--- src/rtl/multi_tick_timer.sv ---
// Multi-channel game timer: a shared prescaler produces a base tick, and each channel
// counts base ticks down from its period, emitting one-cycle expiry pulses.
module multi_tick_timer #(
    parameter int CLK_HZ          = 50_000_000,
    parameter int BASE_HZ         = 1000,
    parameter int SIMULATION_MODE = 0,
    parameter int SIM_DIV         = 10,
    parameter int NUM_CH          = 4,
    parameter int CNT_W           = 16
) (
    input  logic                    clk,
    input  logic                    resetN,
    input  logic                    enable,
    input  logic [1:0]              speed,
    input  logic [NUM_CH-1:0]       ch_start,
    input  logic [NUM_CH-1:0]       ch_stop,
    input  logic [NUM_CH-1:0]       ch_oneshot,
    input  logic [NUM_CH*CNT_W-1:0] ch_period,
    output logic                    base_tick,
    output logic [NUM_CH-1:0]       ch_tick,
    output logic [NUM_CH-1:0]       ch_busy
);

    localparam int BASE_DIV = (SIMULATION_MODE != 0) ? SIM_DIV : CLK_HZ / BASE_HZ;

    function automatic int div_for(input int f);
        return (BASE_DIV / f < 1) ? 1 : BASE_DIV / f;
    endfunction

    localparam int PRE_W = (BASE_DIV > 1) ? $clog2(BASE_DIV) : 1;
    localparam logic [PRE_W-1:0] LIM_X1  = PRE_W'(div_for(1) - 1);
    localparam logic [PRE_W-1:0] LIM_X2  = PRE_W'(div_for(2) - 1);
    localparam logic [PRE_W-1:0] LIM_X4  = PRE_W'(div_for(4) - 1);
    localparam logic [PRE_W-1:0] LIM_X10 = PRE_W'(div_for(10) - 1);

    logic [PRE_W-1:0] lim;
    logic [PRE_W-1:0] pre_q;
    logic             tick_q;

    always_comb begin
        case (speed)
            2'b00:   lim = LIM_X1;
            2'b01:   lim = LIM_X2;
            2'b10:   lim = LIM_X4;
            default: lim = LIM_X10;
        endcase
    end

    // A pending tick stays held while disabled, so a freeze delays expiry by exactly
    // the number of disabled cycles instead of losing a tick.
    always_ff @(posedge clk or negedge resetN) begin
        if (!resetN) begin
            pre_q  <= '0;
            tick_q <= 1'b0;
        end else if (enable) begin
            if (pre_q >= lim) begin
                pre_q  <= '0;
                tick_q <= 1'b1;
            end else begin
                pre_q  <= pre_q + 1'b1;
                tick_q <= 1'b0;
            end
        end
    end

    assign base_tick = tick_q & enable;

    typedef enum logic {IDLE, RUN} ch_state_t;

    ch_state_t        state_q [NUM_CH];
    ch_state_t        state_d [NUM_CH];
    logic [CNT_W-1:0] cnt_q   [NUM_CH];
    logic [CNT_W-1:0] cnt_d   [NUM_CH];
    logic [CNT_W-1:0] period  [NUM_CH];
    logic [NUM_CH-1:0] os_q, os_d, tick_d;

    always_comb begin
        for (int i = 0; i < NUM_CH; i++) begin
            period[i] = ch_period[i*CNT_W +: CNT_W];
        end
    end

    always_ff @(posedge clk or negedge resetN) begin
        if (!resetN) begin
            for (int i = 0; i < NUM_CH; i++) begin
                state_q[i] <= IDLE;
                cnt_q[i]   <= '0;
            end
            os_q    <= '0;
            ch_tick <= '0;
        end else begin
            for (int i = 0; i < NUM_CH; i++) begin
                state_q[i] <= state_d[i];
                cnt_q[i]   <= cnt_d[i];
            end
            os_q    <= os_d;
            ch_tick <= tick_d;
        end
    end

    // Priority: stop, then start/restart, then base-tick countdown.
    always_comb begin
        os_d   = os_q;
        tick_d = '0;
        for (int i = 0; i < NUM_CH; i++) begin
            state_d[i] = state_q[i];
            cnt_d[i]   = cnt_q[i];
            if (ch_stop[i]) begin
                state_d[i] = IDLE;
                cnt_d[i]   = '0;
            end else if (ch_start[i]) begin
                if (period[i] != '0) begin
                    state_d[i] = RUN;
                    cnt_d[i]   = period[i];
                    os_d[i]    = ch_oneshot[i];
                end else begin
                    state_d[i] = IDLE;
                    cnt_d[i]   = '0;
                end
            end else if (state_q[i] == RUN && base_tick) begin
                if (cnt_q[i] > CNT_W'(1)) begin
                    cnt_d[i] = cnt_q[i] - 1'b1;
                end else begin
                    tick_d[i] = 1'b1;
                    if (os_q[i] || period[i] == '0) begin
                        state_d[i] = IDLE;
                        cnt_d[i]   = '0;
                    end else begin
                        cnt_d[i] = period[i];
                    end
                end
            end
        end
    end

    always_comb begin
        for (int i = 0; i < NUM_CH; i++) begin
            ch_busy[i] = (state_q[i] == RUN);
        end
    end

endmodule

--- config.mk ---
export PLATFORM = sky130hd
export DESIGN_NAME = multi_tick_timer
export DESIGN_NICKNAME = d
export VERILOG_FILES = /design/src/rtl/multi_tick_timer.sv
export SDC_FILE = /design/constraint.sdc
export NUM_CORES = 1
export LEC_CHECK = 0
export BUFFER_PORTS_ARGS = -buffer_cell sky130_fd_sc_hd__buf_2
export CORE_MARGIN = 4
export CORE_UTILIZATION = 54
export CTS_BUF_LIST = sky130_fd_sc_hd__clkbuf_8
export CTS_CLUSTER_SIZE = 24
export DETAILED_ROUTE_END_ITERATION = 8
export HOLD_SLACK_MARGIN = 0.08
export MAX_ROUTING_LAYER = met4
export PLACE_DENSITY = 0.77
export REMOVE_ABC_BUFFERS = 1
export SYNTH_ARGS = -nofsm -noshare
export SYNTH_HDL_FRONTEND = slang
export SYNTH_SLANG_ARGS = --single-unit
--- constraint.sdc ---
create_clock -name clk -period 2.2 [get_ports clk]
set_input_delay 0.22 -clock clk [delete_from_list [all_inputs] [get_ports clk]]
set_output_delay 0.22 -clock clk [all_outputs]
set_load 0.1 [all_outputs]
==> summary.txt, run 1 <==
CTS
  – Reg clk slew, reported paths: about 0.11 ns
  – Worst-Skew Late Latency: 0.39 ns
  – CTS Sinks: 93
  – CTS tree: built
  – CTS max path bufs: 2
  – # H-tree levels: 3
  – Cts bufs inserted: 9
  – CTS root buffer: clkbuf_8

Floorplanning
  – Core Region: between 0.01 and 0.015 sq mm
  – Placement Rows: 39
  – Die Span X: 117 um
  – Initial core utilization: 55.6%
  – Die ar.: 0.0136 sq mm
  – Die height: 117 um
  – Ports: 90

Yosys
  – Flip-flop and latch count after synthesis: 93
  – Synth top area cells: dfrtp_1 37%, a221o_1 5.8%, ha_1 5.1%
  – Most frequent cells after synthesis: 93 x dfrtp_1, 59 x nor2_1, 45 x nand2_1
  – Main synth FF type: dfrtp_1
  – Cell taking the most area after synthesis: dfrtp_1
  – Synth warn: 0
  – Most common cell in the netlist: dfrtp_1
  – Cells after synthesis: 707
  – Synth top area share: 36.5%
  – Seq/Total Area, Yosys: 36.5%
  – Synthesized area: 0.00637 sq mm
  – Syn avg cell area: 9.02 sq um
  – Library cells used by synthesis: 71
  – EDFF count, synth: 0
  – Ys async rst share: 100%

Cells and area
  – Area grow syn2layout: 36.4%
  – Storage cell area: around 0.0023 sq mm
  – Nets@finish: 1043
  – Fin area: between 0.008 and 0.009 sq mm
  – Share of cells above drive strength 1: 30.9%
  – Fin cells: between 1000 and 1500
  – Multi-input gate area: slightly above 0.004 sq mm
  – Filler cell count: 790
  – N_diodes: 0

Power and ir drop
  – Leakage dissipation: around 0.0041 uW
  – Peak VDD IR: 0.000481 V
  – PwrDens: approximately 600 mW/mm^2

Placement
  – DP Cell Count: between 1000 and 1500
  – Place WS: -0.183 ns
  – Detail Placement HPWL: 14700 um
  – Routability congestion estimate: 0.983
  – Port bufs: 89
  – Placed instance area: 0.00779 sq mm

Outcome
  – Failing checks: setup timing
  – Outcome: finished, violations left

Critical path
  – R2R cell count: 6
  – Worst Setup Path Type: reg -> reg
  – Crit end category: flop
  – CP max stage delay: 0.53 ns
  – Data arrival, critical path: about 2.5 ns
  – Worst reg2reg startpoint: cnt_q[38]
  – R2R setup slack: -0.03 ns
  – Crit path max-delay family: simple AND/OR/NAND/NOR gates
  – CP Max Fanout: 7
  – Slowest cell on the critical path: or4_4
  – Worst-path cell chain: or4_4 -> or3_4 -> o21ai_4 -> buf_6 -> o21ai_2 -> a221o_1
  – CP Launch Type: flop
  – Critical Path RT: 2.48 ns
  – CP bufs+invs: 1
  – Worst r2r dst: cnt_q[34]

Detailed routing
  – Drt wl/cell: about 19 um
  – Final WL: 20500 um
  – Vias per cell: around 6.5
  – Routed vias: 7000
  – # DRC: 0
  – Initial drt markers: around 760
  – Routed Antenna Nets: 0
  – Pre-antenna DRT Iters: 6

Global route
  – Overflow after GRT: 0
  – Vias in the first global route: 6475
  – Initial antenna violation count: 0
  – Tot GR Track Use: between 20% and 30%
  – First-pass GRT wire length: 30800 um
  – Largest net degree at the start of global routing: 45

Timing
  – Final critical-path share of the clock period: 101%
  – Skew final: 0.0115 ns
  – Slew Limit Fails: 0
  – Final Hold Violating Endpoints: 0
  – RSZ-0062 raised after global routing: yes
  – Actual slew at the worst max-slew pin: between 0.6 and 0.7 ns
  – Rel. slew slack: 58.5%
  – Max Clk Rate: 0.449 GHz
  – Worst setup margin: -0.0260 ns
  – Sum of negative setup slack: -0.0368 ns
  – Setup violations, final: 3
  – Min cycle time layout: between 2 and 2.5 ns

Worst hold path
  – HP Class: in -> reg
  – Worst hold path startpoint: ch_period[12]
  – Hold Path Cell Cnt: 3
  – Worst hold endpoint: cnt_q[60]

Job
  – Max_cap viols: 0
==> cell usage in the layout (no fill, tap or decap), types with 16 or more instances in the layout <==
cell | Yosys | layout
nor4_1 | 32 | 23
buf_4 | 1 | 110
a221o_1 | 37 | 37
xnor2_1 | 16 | 16
ha_1 | 26 | 24
inv_1 | 35 | 35
buf_2 | 6 | 88
o21ai_0 | 34 | 30
dfrtp_1 | 93 | 93
a21oi_1 | 37 | 35
nand3_1 | 22 | 22
nor3_1 | 30 | 25
dlygate4sd3_1 | 0 | 31
nand2_1 | 45 | 44
nor2_1 | 59 | 58
==> per-stage QoR <==
| step | hold WS [ns] | total power, uW | utilization (%) |
|---|---|---|---|
| final | 0.0886 | 5260 | 75.8 |
| after global routing | 0.0958 | 5540 | 75.8 |
| after CTS | 0.0803 | 5100 | 72.9 |
| after detailed placement | 0.275 | 3890 | 68.0 |
| after global placement | 0.264 | 3820 | 68.0 |
| after floorplan | -0.0756 | 3120 | - |
==> worst register-to-register path, stage by stage (launching register included) <==
cell and delay (ns):
dfrtp_1 0.39, or4_4 0.53, or3_4 0.39, o21ai_4 0.28, buf_6 0.17, o21ai_2 0.05
a221o_1 0.29
==> layer usage <==
metal | track usage [%] | wire length, um | up-vias
met5 | - | 0 | -
met4 | 9.86 | 418 | 0
met3 | 4.15 | 1860 | 46
met2 | 44.6 | 9480 | 404
met1 | 40.2 | 8730 | 3327
li1 | - | - | 3223
==> repair_timing <==
action / CTS / global route
endpoints found under the setup margin: 39 / 51
pin swaps: 3 / 17
cloned: 0 / 2
hold buffers: 32 / 0
endpoints found under the hold margin: 72 / 0
resized for setup: 11 / 56
buffers inserted: 0 / 7
==> state kept, by name, summed over array words and instances (netlist names) <==
name and cells:
tick_q 1, cnt_q 64, os_q 4, pre_q 16
ch_busy 4, ch_tick 4
==> kinds of logic (layout without fill, tap and decap cells) <==
group	count (synthesis)	in the layout	synth area share [%]
compound gates	202	202	24.2
xor+xnor	30	30	4.12
simple gates	286	286	24.6
flops	93	93	36.5
mux	7	7	1.16
fa+ha+maj	26	26	5.10
buf+inv	63	297	4.24
==> power by group <==
group	leakage [uW]	total [uW]	switching (uW)	internal [uW]
clock network	0.0000939	1150	692	458
logic	0.00275	2000	1070	932
registers	0.00122	2110	221	1890
==> area by class of cell <==
class	count	share of cell area (%)
tap	143	2.06
inverter	36	1.55
timing repair buffer	245	20.9
sequential	93	26.8
clock inverter	6	0.590
clock buffer	10	1.58
multi-input combinational	551	46.5
==> how the worst max path moves through the flow <==
stage                     startpoint        end  slack, ns  cells after the start
after floorplan               tick_q  cnt_q[48]      -0.80                      5
after global placement     cnt_q[38]  cnt_q[34]      -0.09                      6
after detailed placement    speed[0]  pre_q[13]      -0.18                     11
after CTS                   cnt_q[4]   cnt_q[2]     0.0007                      7
after global routing        cnt_q[7]   cnt_q[1]      -0.08                      7
final                      cnt_q[38]  cnt_q[34]      -0.03                      6
No activity file was read; power rests on OpenSTA's default activity.
==> inputs of run 2 (changes only) <==
--- a/config.mk
+++ b/config.mk
@@ -5,9 +5,10 @@
 export SDC_FILE = /design/constraint.sdc
 export NUM_CORES = 1
 export LEC_CHECK = 0
+export ABC_AREA = 1
 export BUFFER_PORTS_ARGS = -buffer_cell sky130_fd_sc_hd__buf_2
 export CORE_MARGIN = 4
-export CORE_UTILIZATION = 54
+export CORE_UTILIZATION = 55
 export CTS_BUF_LIST = sky130_fd_sc_hd__clkbuf_8
 export CTS_CLUSTER_SIZE = 24
 export DETAILED_ROUTE_END_ITERATION = 8
==> summary.txt, run 2 <==
Detailed routing
  – Initial drt markers: 581 (-23%)
  – Pre-antenna DRT Iters: 5 (-1)
  – Final WL: 20600 um (+0.71%)
  – Vias per cell: 5.17 (-20%)
  – Routed vias: 8150 (+16%)
  – Drt wl/cell: 13.1 um (-31%)
  – # DRC: 0 (unchanged)
  – Routed Antenna Nets: 0 (unchanged)

Placement
  – Detail Placement HPWL: 15500 um (+5.9%)
  – DP Cell Count: 1555 (+51%)
  – Routability congestion estimate: 0.966 (-1.8%)
  – Port bufs: 89 (unchanged)

Critical path
  – CP Max Fanout: 7 (unchanged)
  – CP max stage delay: 0.43 ns (-0.10 ns)
  – Crit end category: flop
  – Critical Path RT: 2.52 ns (+0.04 ns)
  – Slowest cell on the critical path: dfrtp_1
  – Worst path most repeated cell: nand2_1
  – CP Launch Type: flop
  – Worst Setup Path Type: reg -> reg
  – Data arrival, critical path: 2.27 ns (-0.23 ns)
  – Worst-path cell chain: inv_1 -> ha_1 -> inv_2 -> nand2_1 -> nand2_1 -> nor2_1 -> nand3_4 -> o21ai_4 -> nand2_1 -> nand2_1 -> nand2_1 -> nand2_1

Global route
  – Tot GR Track Use: 26.5% (-2.7 points)
  – Met1 Usage GRT: 33.1% (-7.1 points)
  – Largest net degree at the start of global routing: 56 (+24%)
  – GR peak layer: met2
  – M2 GR Usage: 43.4% (-1.1 points)
  – First-pass GRT wire length: 34900 um (+13%)
  – Vias in the first global route: 7617 (+18%)
  – Routing usage on met3: 4.61% (+0.46 points)
  – Initial antenna violation count: 0 (unchanged)
  – Overflow after GRT: 0 (unchanged)

Cells and area
  – Util after Layout: 63.1% (-13 points)
  – Nets@finish: 1499 (+44%)
  – Share of cells above drive strength 1: 16.6% (-14 points)
  – Largest registers: cnt_q (64), pre_q (16)
  – Area grow syn2layout: 10.6%
  – Filler cell count: 1376 (+74%)
  – Most common cell after layout, fill and taps aside: nand2_1
  – Fin cells: 1576 (+45%)
  – N_diodes: 0 (unchanged)
  – Commonest cells after routing, fill and taps aside: 577 x nand2_1, 151 x nor2_1, 123 x nand3_1
  – Largest Register: cnt_q
  – Largest register FFs: 64 (unchanged)

Power and ir drop
  – Leakage dissipation: 0.00488 uW (+20%)
  – PwrDens: 639 mW/mm^2 (+5.6%)
  – Peak VDD IR: 0.000468 V (-2.8%)

Timing
  – Sum of negative setup slack: 0 ns (+0.0368 ns)
  – Actual slew at the worst max-slew pin: 0.687 ns (+0.0652 ns)
  – Final critical-path share of the clock period: 88.5% (-13 points)
  – Final Hold Violating Endpoints: 0 (unchanged)
  – RSZ-0062 raised after global routing: no
  – Max Clk Rate: 0.513 GHz (+14%)
  – Skew final: 0.0163 ns (+0.00477 ns)
  – Rel. slew slack: 54.1% (-4.4 points)
  – Min cycle time layout: 1.95 ns (-0.278 ns)
  – Slew Limit Fails: 0 (unchanged)
  – Setup violations, final: 0 (-3)

Floorplanning
  – Die ar.: 0.0166 sq mm (+22%)
  – Placement Rows: 43 (+10%)
  – Ports: 90 (unchanged)
  – Die Span X: 129 um (+10%)
  – Die height: 129 um (+10%)
  – Core Region: 0.0141 sq mm (+23%)
  – Initial core utilization: 57.0% (+1.4 points)

CTS
  – Worst-Skew Late Latency: 0.39 ns (about the same)
  – Cts bufs inserted: 9 (unchanged)
  – Postcts setup bufs: 0 (unchanged)
  – CTS resizes: 0 (-11)
  – CTS tree: built
  – Hold_buf cts: 6 (-81%)
  – # H-tree levels: 3 (unchanged)
  – CTS Sinks: 93 (unchanged)
  – Reg clk slew, reported paths: 0.10 ns (about the same)
  – CTS max path bufs: 2 (unchanged)
  – CTS root buffer: clkbuf_8

Yosys
  – Library cells used by synthesis: 37 (-48%)
  – Synth warn: 0 (unchanged)
  – Synthesized area: 0.00804 sq mm (+26%)
  – Cell taking the most area after synthesis: dfrtp_1
  – Synth top area share: 29.0% (-7.5 points)
  – Flip-flop and latch count after synthesis: 93 (unchanged)
  – EDFF count, synth: 0 (unchanged)
  – Synth top area cells: dfrtp_1 29%, nand2_1 27%, nand3_1 7.7%
  – Main synth FF type: dfrtp_1
  – Most common cell in the netlist: nand2_1
  – Cells after synthesis: 1302 (+84%)
  – Ys async rst share: 100% (unchanged)
  – Most frequent cells after synthesis: 577 x nand2_1, 151 x nor2_1, 123 x nand3_1
  – Syn avg cell area: 6.17 sq um (-32%)
  – Seq/Total Area, Yosys: 29.0% (-7.5 points)

Worst hold path
  – HP Class: in -> reg

Outcome
  – Outcome: completed

Job
  – Max_cap viols: 0 (unchanged)
## run 2: cell count changes after synthesis, sizes merged, moves of 17 or more
cell   previous run  this run
o21ai            37        20
nand2            45       594
a221o            37         0
nor4             36         1
or2               2        43
nor3             31         4
nand3            22       134
a21oi            37        16
inv              35       103
nor2             60       187
or4              17         0
## run 2: worst paths after layout
path / cells after the start / end / slack (ns) / startpoint
setup / recovery: 12 / cnt_q[5] / 0.25 / cnt_q[0]
hold / removal: 3 / os_q[2] / 0.12 / ch_oneshot[2]
setup reg to reg: 12 / cnt_q[5] / 0.25 / cnt_q[0]
hold reg to reg: 2 / cnt_q[15] / 0.51 / cnt_q[15]
max in group asynchronous: 3 / cnt_q[3] / 1.19 / resetN
min in group asynchronous: 2 / cnt_q[20] / 0.35 / resetN
## run 2: cell type report
cell class                 instances  area, sq um  area share, %
sequential                        93         2330           26.2
tap                              180          225           2.53
clock inverter                     6         88.8          0.999
multi-input combinational       1080         5140           57.9
timing repair buffer             105          596           6.70
clock buffer                       9          124           1.39
inverter                         103          387           4.35
## run 2: layer usage
layer  part of all wire (%)  vias up
met4                    2.1        0
met3                    5.2       35
met2                     48      200
met1                     45     3696
met5                      0        -
li1                       -     4219
## run 2: stage by stage
| stage | setup WS [ns] | cell area, sq um | total power [uW] | hold WS, ns |
|---|---|---|---|---|
| 2_1_floorplan | 0.357 | 7860 | 3810 | -0.0756 |
| 3_3_place_gp | 0.247 | 8620 | 4340 | 0.236 |
| 3_5_place_dp | 0.192 | 8620 | 4380 | 0.237 |
| 4_1_cts | 0.237 | 8890 | 5710 | 0.108 |
| 5_1_grt | 0.0403 | 8890 | 6140 | 0.128 |
| 6_report | 0.252 | 8890 | 5680 | 0.119 |
## run 2: critical path: cells and delay by family (launching register included)
family          cells  cell delay, ns
flops               1            0.43
buf+inv             2            0.17
fa+ha+maj           1            0.27
compound gates      1            0.29
simple gates        8            0.72
## run 2: logic make-up after synthesis
logic type	share of synthesized area, %
adders and majority gates	4.05
and+or+nand+nor	53.0
AOI/OAI and AO/OA	3.18
DFF	29.0
xor gates and xnor gates	3.81
buffers and inverters	7.02
## run 2: report_power, final
part | internal (uW) | switching (uW)
clock | 634 | 663
combinational | 802 | 1380
sequential | 1920 | 283
total | 3350 | 2330
==> inputs of run 3 (changes only) <==
--- a/config.mk
+++ b/config.mk
@@ -7,14 +7,16 @@
 export LEC_CHECK = 0
 export ABC_AREA = 1
 export BUFFER_PORTS_ARGS = -buffer_cell sky130_fd_sc_hd__buf_2
+export CELL_PAD_IN_SITES_DETAIL_PLACEMENT = 0
+export CELL_PAD_IN_SITES_GLOBAL_PLACEMENT = 1
 export CORE_MARGIN = 4
-export CORE_UTILIZATION = 55
+export CORE_UTILIZATION = 43
 export CTS_BUF_LIST = sky130_fd_sc_hd__clkbuf_8
 export CTS_CLUSTER_SIZE = 24
 export DETAILED_ROUTE_END_ITERATION = 8
 export HOLD_SLACK_MARGIN = 0.08
 export MAX_ROUTING_LAYER = met4
-export PLACE_DENSITY = 0.77
+export PLACE_DENSITY_LB_ADDON = 0.2
 export REMOVE_ABC_BUFFERS = 1
 export SYNTH_ARGS = -nofsm -noshare
 export SYNTH_HDL_FRONTEND = slang
==> constraint.sdc (replaced) <==
create_clock -name clk -period 1.8 [get_ports clk]
set_input_delay 0.18 -clock clk [delete_from_list [all_inputs] [get_ports clk]]
set_output_delay 0.18 -clock clk [all_outputs]
set_load 0.1 [all_outputs]
==> summary.txt, run 3 (synthesis results as in run 2) <==
Detailed routing
  – Pre-antenna DRT Iters: 5 (unchanged)
  – Routed vias: 8146 (-0.049%)
  – # DRC: 0 (unchanged)
  – Vias per cell: 4.77 (-7.7%)
  – Final WL: 22100 um (+7.0%)
  – Initial drt markers: 479 (-18%)
  – Drt wl/cell: 12.9 um (-1.2%)
  – Routed Antenna Nets: 0 (unchanged)

Timing
  – Final Hold Violating Endpoints: 0 (unchanged)
  – Min cycle time layout: 1.71 ns (-0.238 ns)
  – Setup violations, final: 0 (unchanged)
  – Actual slew at the worst max-slew pin: 0.478 ns (-0.209 ns)
  – Rel. slew slack: 68.1% (+14 points)
  – Sum of negative setup slack: 0 ns (unchanged)
  – Slew Limit Fails: 0 (unchanged)
  – Skew final: 0.0180 ns (+0.00173 ns)
  – RSZ-0062 raised after global routing: yes
  – Max Clk Rate: 0.585 GHz (+14%)
  – Final critical-path share of the clock period: 95.0% (+6.5 points)

Cells and area
  – Nets@finish: 1579 (+5.3%)
  – Storage cell area: 0.00233 sq mm (+0.16%)
  – Share of cells above drive strength 1: 22.9% (+6.3 points)
  – Largest register FFs: 64 (unchanged)
  – Largest Register: cnt_q
  – Commonest cells after routing, fill and taps aside: 569 x nand2_1, 145 x nor2_1, 123 x nand3_1
  – Fin area: 0.00985 sq mm (+11%)
  – Area grow syn2layout: 22.6%
  – Filler cell count: 1908 (+39%)
  – Largest registers: cnt_q (64), pre_q (16)
  – Fin cells: 1707 (+8.3%)
  – Multi-input gate area: 0.00532 sq mm (+3.4%)
  – Most common cell after layout, fill and taps aside: nand2_1

Critical path
  – Worst reg2reg startpoint: pre_q[15]
  – Crit path max-delay family: flip-flops
  – CP Max Fanout: 7 (unchanged)
  – Worst Setup Path Type: reg -> reg
  – R2R setup slack: 0.09 ns (-0.16 ns)
  – Worst path most repeated cell: a21oi_1
  – Worst r2r dst: pre_q[6]
  – CP max stage delay: 0.45 ns (+0.02 ns)
  – Slowest cell on the critical path: dfrtp_2
  – Worst-path cell chain: ha_1 -> a21oi_1 -> o21ai_0 -> a21oi_1 -> nand2_2 -> inv_1 -> nor2_2 -> buf_6 -> nor2_1
  – R2R cell count: 9 (-3)
  – Critical Path RT: 2.10 ns (-0.42 ns)
  – CP Launch Type: flop
  – Crit end category: flop
  – CP bufs+invs: 2 (unchanged)
  – Data arrival, critical path: 2.01 ns (-0.26 ns)

Global route
  – Initial antenna violation count: 1 (+1)
  – Tot GR Track Use: 22.3% (-4.2 points)
  – Largest net degree at the start of global routing: 40 (-29%)
  – Overflow after GRT: 0 (unchanged)
  – Vias in the first global route: 7714 (+1.3%)
  – First-pass GRT wire length: 37000 um (+6.0%)

Placement
  – Detail Placement HPWL: 16900 um (+8.8%)
  – DP Cell Count: 1669 (+7.3%)
  – Port bufs: 89 (unchanged)
  – Routability congestion estimate: 0.861 (-11%)
  – Placed instance area: 0.00923 sq mm (+7.1%)

Job
  – Max_cap viols: 0 (unchanged)

CTS
  – # H-tree levels: 3 (unchanged)
  – CTS max path bufs: 2 (unchanged)
  – Reg clk slew, reported paths: 0.11 ns (about the same)
  – CTS root buffer: clkbuf_8
  – CTS tree: built
  – Cts bufs inserted: 9 (unchanged)
  – Worst-Skew Late Latency: 0.39 ns (about the same)
  – CTS Sinks: 93 (unchanged)

Floorplanning
  – Die Span X: 145 um (+12%)
  – Die ar.: 0.0209 sq mm (+26%)
  – Initial core utilization: 44.3% (-13 points)
  – Die height: 145 um (+12%)
  – Placement Rows: 49 (+14%)
  – Core Region: 0.0181 sq mm (+29%)
  – Ports: 90 (unchanged)

Worst hold path
  – HP Class: in -> reg
  – Worst hold endpoint: cnt_q[13]
  – Hold Path Cell Cnt: 5 (+2)
  – Worst hold path startpoint: ch_period[61]

Power and ir drop
  – Peak VDD IR: 0.000368 V (-21%)
  – Clock share of power: 22.9% (about the same)
  – Comb pwr share: 42.2% (+3.8 points)
  – Switching Share: 40.2% (-0.74 points)
  – Sequential Power Share: 35.0% (-3.7 points)
  – Int Pwr: 4470 uW (+33%)
  – NetSw: 3010 uW (+29%)
  – PwrDens: 760 mW/mm^2 (+19%)
  – Leakage dissipation: 0.00530 uW (+8.8%)

Outcome
  – Outcome: completed
## run 3: repair_timing
item | in CTS | in global routing
resized for setup | 0 | 54
buffers inserted | 0 | 8
hold buffers | 13 | 0
hold endpoints to repair | 41 | 0
endpoints found under the setup margin | 0 | 72
## run 3: how the worst max path moves through the flow
stage                     startpoint  cells past startpoint  slack [ns]        end
after global placement      speed[0]                     13       -0.11   pre_q[6]
final                      pre_q[15]                      9        0.09   pre_q[6]
after global routing        pre_q[3]                     11       -0.01   pre_q[7]
after CTS                  cnt_q[33]                     12       0.007  cnt_q[35]
after detailed placement    speed[0]                     13       -0.17   pre_q[6]
after floorplan           ch_busy[1]                      6       -0.04  cnt_q[32]
## run 3: metal layers
| layer | vias to the layer above | global-route usage [%] | routed length (um) |
|---|---|---|---|
| met3 | 21 | 2.99 | 717 |
| met1 | 3620 | 31.9 | 11400 |
| met4 | 0 | 4.76 | 297 |
| li1 | 4384 | - | - |
| met5 | - | - | 0 |
| met2 | 121 | 34.0 | 9720 |
## run 3: layout make-up
type | instances | area share, %
Inverter | 103 | 3.92
Antenna cell | 1 | 0.0254
Tap cell | 229 | 2.91
Timing Repair Buffer | 185 | 13.1
Clock inverter | 5 | 0.825
Sequential cell | 93 | 23.7
Multi-Input combinational cell | 1080 | 54.0
Clock buffer | 11 | 1.54
## run 3: stage by stage
step	setup WS [ns]	power [uW]	util, %	hold slack (ns)
after detailed placement	-0.174	5630	50.9	0.170
final	0.0898	7490	54.3	0.0910
after CTS	0.00656	7390	52.9	0.0804
after global placement	-0.107	5610	50.9	0.171
after floorplan	-0.0430	4660	-	-0.116
after global routing	-0.0142	8110	54.3	0.110
## run 3: power groups by stage
stage / Clock (uW) / Combinational (uW) / Sequential [uW]
finish: 1710 / 3160 / 2620
global route: 1840 / 3610 / 2660
CTS: 1750 / 3010 / 2620
detailed placement: 0 / 2970 / 2660
global placement: 0 / 2950 / 2660
floorplan: 0 / 1970 / 2690
## run 3: worst register-to-register path: cells and delay by family, from the launching register on
| kind | cells | cell delay (ns) |
|---|---|---|
| buf+inv | 2 | 0.23 |
| compound gates | 3 | 0.37 |
| simple gates | 3 | 0.25 |
| fa+ha+maj | 1 | 0.32 |
| flops | 1 | 0.45 |
